**config.mk**
```make
export PLATFORM = sky130hd
export DESIGN_NAME = axi_lite_initiator
export DESIGN_NICKNAME = d
export VERILOG_FILES = /design/src/rtl/axi_lite_initiator.sv
export SDC_FILE = /design/constraint.sdc
export NUM_CORES = 1
export LEC_CHECK = 0
export ABC_AREA = 1
export BUFFER_PORTS_ARGS = -buffer_cell sky130_fd_sc_hd__buf_2
export CELL_PAD_IN_SITES_DETAIL_PLACEMENT = 1
export CELL_PAD_IN_SITES_GLOBAL_PLACEMENT = 2
export CORE_ASPECT_RATIO = 1.5
export CORE_MARGIN = 10
export CORE_UTILIZATION = 25
export DETAILED_ROUTE_END_ITERATION = 10
export PLACE_DENSITY_LB_ADDON = 0.1
export SKIP_CTS_REPAIR_TIMING = 1
export SLEW_MARGIN = 20
export SYNTH_ARGS = -nofsm -noshare
export SYNTH_HDL_FRONTEND = slang
export SYNTH_SLANG_ARGS = --single-unit
```
**constraint.sdc**
```tcl
create_clock -name aclk -period 1.4 [get_ports aclk]
set_clock_uncertainty 0.15 [all_clocks]
set_input_delay 0.07 -clock aclk [delete_from_list [all_inputs] [get_ports aclk]]
set_output_delay 0.07 -clock aclk [all_outputs]
set_load 0.03 [all_outputs]
```
**src/rtl/axi_lite_initiator.sv**
```systemverilog
`default_nettype none
// ============================================================================
//  Module      : axi_lite_initiator
//  Description : Converts a simple valid/ready command/response interface
//                into single AXI4-Lite read or write transactions, with at
//                most one transaction outstanding at a time.
//  Revision    : 1.0  initial release
// ============================================================================
module axi_lite_initiator #(
    parameter int ADDR_WIDTH = 12
) (
    input  logic                  aclk,
    input  logic                  aresetn,
    // command side
    input  logic                  cmd_valid,
    output logic                  cmd_ready,
    input  logic                  cmd_write,
    input  logic [ADDR_WIDTH-1:0] cmd_addr,
    input  logic [31:0]           cmd_wdata,
    input  logic [3:0]            cmd_wstrb,
    // response side
    output logic                  rsp_valid,
    input  logic                  rsp_ready,
    output logic [31:0]           rsp_rdata,
    output logic [1:0]            rsp_resp,
    // AXI4-Lite read address / data
    output logic                  ctrl_arvalid,
    input  logic                  ctrl_arready,
    output logic [ADDR_WIDTH-1:0] ctrl_araddr,
    input  logic                  ctrl_rvalid,
    output logic                  ctrl_rready,
    input  logic [31:0]           ctrl_rdata,
    input  logic [1:0]            ctrl_rresp,
    // AXI4-Lite write address / data / response
    output logic                  ctrl_awvalid,
    input  logic                  ctrl_awready,
    output logic [ADDR_WIDTH-1:0] ctrl_awaddr,
    output logic                  ctrl_wvalid,
    input  logic                  ctrl_wready,
    output logic [31:0]           ctrl_wdata,
    output logic [3:0]            ctrl_wstrb,
    input  logic                  ctrl_bvalid,
    output logic                  ctrl_bready,
    input  logic [1:0]            ctrl_bresp
);

    localparam logic [2:0] ST_IDLE    = 3'd0;
    localparam logic [2:0] ST_RD_ADDR = 3'd1;
    localparam logic [2:0] ST_RD_DATA = 3'd2;
    localparam logic [2:0] ST_WR_REQ  = 3'd3;
    localparam logic [2:0] ST_WR_RESP = 3'd4;
    localparam logic [2:0] ST_RSP     = 3'd5;

    logic [2:0]            state_q;
    logic [2:0]            state_d;
    logic                  cmd_ready_q;
    logic                  arvalid_q;
    logic                  rready_q;
    logic                  awvalid_q;
    logic                  wvalid_q;
    logic                  bready_q;
    logic                  rsp_valid_q;
    logic [ADDR_WIDTH-1:0] addr_q;
    logic [31:0]           wdata_q;
    logic [3:0]            wstrb_q;
    logic [31:0]           rdata_q;
    logic [1:0]            resp_q;
    logic                  accept;

    // cmd_ready is the registered copy, so it stays low in the first cycle
    // after reset release even though the state is already IDLE.
    assign accept = (state_q == ST_IDLE) && cmd_valid && cmd_ready_q;

    // Next-state decode; write request completes once each channel has either
    // already handshaken (valid dropped) or is handshaking this cycle.
    always_comb begin
        state_d = state_q;
        case (state_q)
            ST_IDLE:    if (accept) state_d = cmd_write ? ST_WR_REQ : ST_RD_ADDR;
            ST_RD_ADDR: if (ctrl_arready) state_d = ST_RD_DATA;
            ST_RD_DATA: if (ctrl_rvalid) state_d = ST_RSP;
            ST_WR_REQ:  if ((!awvalid_q || ctrl_awready) && (!wvalid_q || ctrl_wready))
                            state_d = ST_WR_RESP;
            ST_WR_RESP: if (ctrl_bvalid) state_d = ST_RSP;
            ST_RSP:     if (rsp_ready) state_d = ST_IDLE;
            default:    state_d = ST_IDLE;
        endcase
    end

    // State and all outputs are registered, decoded from the next state so
    // no slave input reaches an output combinationally.
    always_ff @(posedge aclk or negedge aresetn) begin
        if (!aresetn) begin
            state_q     <= ST_IDLE;
            cmd_ready_q <= 1'b0;
            arvalid_q   <= 1'b0;
            rready_q    <= 1'b0;
            awvalid_q   <= 1'b0;
            wvalid_q    <= 1'b0;
            bready_q    <= 1'b0;
            rsp_valid_q <= 1'b0;
            addr_q      <= '0;
            wdata_q     <= '0;
            wstrb_q     <= '0;
            rdata_q     <= '0;
            resp_q      <= '0;
        end else begin
            state_q     <= state_d;
            cmd_ready_q <= (state_d == ST_IDLE);
            arvalid_q   <= (state_d == ST_RD_ADDR);
            rready_q    <= (state_d == ST_RD_DATA);
            bready_q    <= (state_d == ST_WR_RESP);
            rsp_valid_q <= (state_d == ST_RSP);
            // AW and W drop independently after their own handshake
            awvalid_q   <= (accept && cmd_write) || (awvalid_q && !ctrl_awready);
            wvalid_q    <= (accept && cmd_write) || (wvalid_q && !ctrl_wready);
            if (accept) begin
                addr_q  <= cmd_addr;
                wdata_q <= cmd_wdata;
                wstrb_q <= cmd_wstrb;
            end
            if ((state_q == ST_RD_DATA) && ctrl_rvalid) begin
                rdata_q <= ctrl_rdata;
                resp_q  <= ctrl_rresp;
            end else if ((state_q == ST_WR_RESP) && ctrl_bvalid) begin
                rdata_q <= 32'd0;
                resp_q  <= ctrl_bresp;
            end
        end
    end

    assign cmd_ready    = cmd_ready_q;
    assign rsp_valid    = rsp_valid_q;
    assign rsp_rdata    = rdata_q;
    assign rsp_resp     = resp_q;
    assign ctrl_arvalid = arvalid_q;
    assign ctrl_araddr  = addr_q;
    assign ctrl_rready  = rready_q;
    assign ctrl_awvalid = awvalid_q;
    assign ctrl_awaddr  = addr_q;
    assign ctrl_wvalid  = wvalid_q;
    assign ctrl_wdata   = wdata_q;
    assign ctrl_wstrb   = wstrb_q;
    assign ctrl_bready  = bready_q;

endmodule
`default_nettype wire

```
-- Word level (Yosys, flattened, before mapping)
Index checks and enable logic that the tools add are counted.
- add/subtract/negate cells: 0
- $mul: 0
- div/mod/pow operators: 0
- order comparisons: 0
- eq/ne operators: 9
- shifts and indexed selects: 0
- muxes and demuxes: 12
- bitwise gates (word level): 0
- reduce and logical (&&, ||, !) cells: 19
- operator list (cell ; number):
    $mux 32 ; 2
    $mux 3 ; 6
    $pmux 3 s6 ; 1
    $eq 3x3->1 const B ; 4
    $eq 3x2->1 const B ; 3
    $logic_and 1x1->1 ; 8
    $eq 3x1->1 const B ; 2
    $logic_not 3->1 ; 2
    $mux 2 ; 3
    $logic_not 1->1 ; 4
    $logic_or 1x1->1 ; 4
    $reduce_bool 2->1 ; 1
- flip-flop bits (word level): 92
- latch bits: 0
- RAM bits: 0
- ROM bits: 0
- bits of input ports: 94
- output and inout port bits: 101
- word-level logic and storage cells: 53
- memories: 0

-- Depth between registers and ports, before layout
- depth after elaboration: 6
- gate-level depth with buffers: 9
- depth with buffers taken out: 9

-- Least setup slack after synthesis
Ideal clock, no wire load.
- kind: register to register
- start: register cmd_ready_q, in the netlist cmd_ready
- end: register wdata_q[0], in the netlist ctrl_wdata[0]
- library setup time: 0.125 ns
- arrival time: 1.310 ns
- setup slack: -0.185 ns
- stages on the path, launching flop included: 7
- period minus slack after synthesis: 1.585 ns
- cells stage by stage: dfrtp_1 -> nand2_1 -> inv_1 -> nand3_2 -> buf_6 -> buf_6 -> mux2_4
- cells in the longest elaborated chain, start to end: 1
- ends and longest elaborated chain (element ; line ; RTL):
    start: declaration ; 56 ; logic cmd_ready_q;
    start signal: assignment ; 109 ; cmd_ready_q <= (state_d == ST_IDLE);
    $logic_and 1x1->1 ; 72 ; assign accept = (state_q == ST_IDLE) && cmd_valid && cmd_ready_q;
    end signal: assignment ; 119 ; wdata_q <= cmd_wdata;
    end: declaration ; 64 ; logic [31:0] wdata_q;
Every way passes these cells.
A chain may end at the register's enable or synchronous reset.

-- Final worst setup path
- start: register state_q[0]
- end: register wdata_q[3], in the netlist ctrl_wdata[3]
- cells in the longest elaborated chain, start to end: 3
- ends and longest elaborated chain (element ; line ; RTL):
    start: declaration ; 54 ; logic [2:0] state_q;
    start signal: assignment ; 108 ; state_q <= state_d;
    $logic_not 3->1 ; 72 ;
    $logic_and 1x1->1 (2 in a row) ; 72 ;
Every way passes these cells.

==> summary.md <==
| Metric | Value |
|---|---|
| Ant diodes | 0 |
| Net count after synthesis | 350 |
| Pins Over Slew Limit | 0 |
| Hold endpoint | ctrl_awvalid |
| Final worst slack | -148 ps |
| Avg WL per Cell | 18.0 um |
| Post-synth EDFFs | 0 |
| Fill count | 1542 |
| Nets@finish | 650 |
| Syn. warnings | 0 |
| Post-Layout Cell Count | 753 |
| Final setup TNS | -8690 ps |
| Crit. End Element | flip-flop |
| Slew HR | 78.7% |
| Die height | 167 um |
| FMAX | 646 MHz |
| Maxcap violations | 0 |
| Area Overhead vs Synth | 74.8% |
| Drc violations | 0 |
| Cell leakage power | 3.27 nW |
| Seq cells post-synth | 92 |
| Initial DRC count | 57 |
| First-pass GRT wire length | 18.5 mm |
| Die area | 19800 um^2 |
| Critical path class | flip-flop to flip-flop |
| Layout cells sized above 1 | 57.2% |
| WP data required | 1470 ps |
| Dpl ws | -181 ps |
| Syn_area_per_cell | 14.1 um^2 |
| Detailed Place HPWL | 9.58 mm |
| Status | complete, but fails checks |
| Starting density of the core | 25.6% |
| Reg-to-Reg End | ctrl_wdata[3] |
| Number of global-route vias before repair | 3159 |
| Hold WC Path Type | primary input to flip-flop |
| Critical Path, Cell by Cell | nor2_4, nand3_4, clkbuf_16, mux2_4 |
| Unrepaired setup endpoints after global routing | true |
| Worst Max-Slew Pin Slew | 319 ps |
| Design area | 6310 um^2 |
| Hold path startpoint | ctrl_awready |
| TritonCTS Sinks | 92 |
| Delay-heaviest family, CP | flip-flops |
| Initial antenna violation count | 0 |
| Distinct cells, synth | 18 |
| Hold path depth | 5 |
| Util after Layout | 44.7% |
| Buffers and inverters on the worst path | 1 |
| Final period util | 111% |
| Routed Wire Length | 13.5 mm |
| Root buffer cell | clkbuf_16 |
| FF-to-FF Start | state_q[0] |
| CTS buffer count | 9 |
| Failing checks | negative hold slack, negative setup slack |
| Clock Latency Late Sink | 330 ps |
| Clock buffer depth | 2 |
| Synthesized area | 3610 um^2 |
| Routed Antenna Nets | 0 |
| Core Region | 14100 um^2 |
| Top cells by instance count after synthesis | dfrtp_1, mux2_2, a22o_1 |
| Syn Inst Count | 256 |
| Std-Cell Rows | 53 |
| Vias per Instance | 4.20 |
| R2R depth | 4 |
| Async S/R FF share, synth | 100% |
| VDD IR max | 0.871 mV |
| Main synth FF type | dfrtp_1 |
| Fin. Hold Viols | 1 |
| # placed instances | 643 |
| GRT Resource Usage Total | 11.9% |
| Area contributors post-synth | dfrtp_1, mux2_2, a22o_1 |
| H-tree depth | 3 |
| Grt ovf | 0 |
| WHS | -33.1 ps |
| Worst Path Max Fanout | 17 |
| CTS tree | done |
| Yosys top cell by area | dfrtp_1 |
| Drt pass-1 iters | 4 |
| Largest net degree at the start of global routing | 52 |
| Floorplan die width | 118 um |
| Setup violations, final | 86 |
| Seq/Total Area, Yosys | 63.8% |
| Vias | 3163 |
| Worst path arrival time | 1620 ps |
| Fin crit period | 1550 ps |
| IO Port Bufs | 194 |
| Startpoint Class | flip-flop |
| Pwr dens | 2370 nW/um^2 |
| Slowest cell on the critical path | dfrtp_1 |
| Clk slew on worst S/H paths | 70 ps |
| Placement Cell Area | 4890 um^2 |
| Io pins | 195 |
| Count leader, synth | dfrtp_1 |
| Critical path's largest stage delay | 430 ps |
| R2r setup slk | -150 ps |
| GPL Wtd Cong | 0.694 |
| Synth top area share | 63.8% |
## layout make-up
class	count	area, um^2	share of cell area (%)
inverters	12	60.1	0.951
well taps	192	240	3.81
clock buffers	10	239	3.79
clock inverters	6	71.3	1.13
repair buffers	312	2210	35.1
multi-input cells	129	1180	18.7
flip-flops and latches	92	2310	36.5
## cells in the final DEF (no fill, tap or decap), drive strengths merged
master	synthesis	routed
nor2	14	14
bufinv	0	1
buf	23	222
dlygate4sd3	0	87
o21ai	4	4
clkinv	0	2
nand2	22	22
mux2	48	48
clkbuf	0	13
a22o	32	32
nand4	1	1
clkinvlp	0	2
inv	12	13
dfrtp	92	92
nand3	8	8
## routing by layer
metal / part of all wire [%] / track usage [%] / wire (um)
met1: 39 / 13.3 / 5310
met2: 54 / 20.6 / 7310
met4: 1.3 / 4.21 / 176
met3: 5.4 / 4.07 / 730
met5: 0 / 0 / 0
## worst max path at each step
| stage | cells past startpoint | start | slack (ps) | end |
|---|---|---|---|---|
| finish | 4 | state_q[0] | -150 | ctrl_wdata[3] |
| global route | 4 | state_q[0] | -200 | ctrl_wdata[3] |
| CTS | 7 | state_q[1] | -200 | rsp_rdata[18] |
| detailed placement | 7 | state_q[1] | -180 | rsp_rdata[18] |
| global placement | 7 | state_q[1] | -140 | rsp_rdata[28] |
| floorplan | 6 | cmd_ready | -110 | ctrl_wdata[0] |
## stage by stage
step                      hold WS [ps]  power, mW
after floorplan                   -376       9.53
after global placement            -163       11.7
after detailed placement          -158       11.8
after CTS                         -529       14.5
after global routing              6.47       15.8
final                            -33.1       14.9
## sequential cells by signal, indices dropped and copies added, names as in the netlist
register / count
ctrl_wvalid: 1
rsp_rdata: 32
ctrl_wdata: 32
ctrl_arvalid: 1
ctrl_wstrb: 4
state_q: 3
rsp_valid: 1
rsp_resp: 2
ctrl_rready: 1
cmd_ready: 1
ctrl_awvalid: 1
ctrl_bready: 1
ctrl_araddr: 12
## logic make-up after synthesis
logic type | count (synthesis) | synth area share (%)
AOI/OAI and AO/OA | 36 | 8.32
DFF | 92 | 63.8
and+or+nand+nor | 45 | 5.65
buffers and inverters | 35 | 6.27
muxes | 48 | 16.0
## report_power, final
| part | total [mW] | internal (mW) | switching [mW] |
|---|---|---|---|
| logic | 7.84 | 3.01 | 4.83 |
| clock network | 2.52 | 1.45 | 1.07 |
| registers | 4.57 | 3.88 | 0.690 |
| total | 14.9 | 8.34 | 6.59 |
## worst reg2reg max path: cells and delay by family, from the launching register on
family	cells	cell delay [ps]
DFF	1	430
and+or+nand+nor	2	320
muxes	1	310
buffers and inverters	1	230
(Power assumes the default switching activity.)
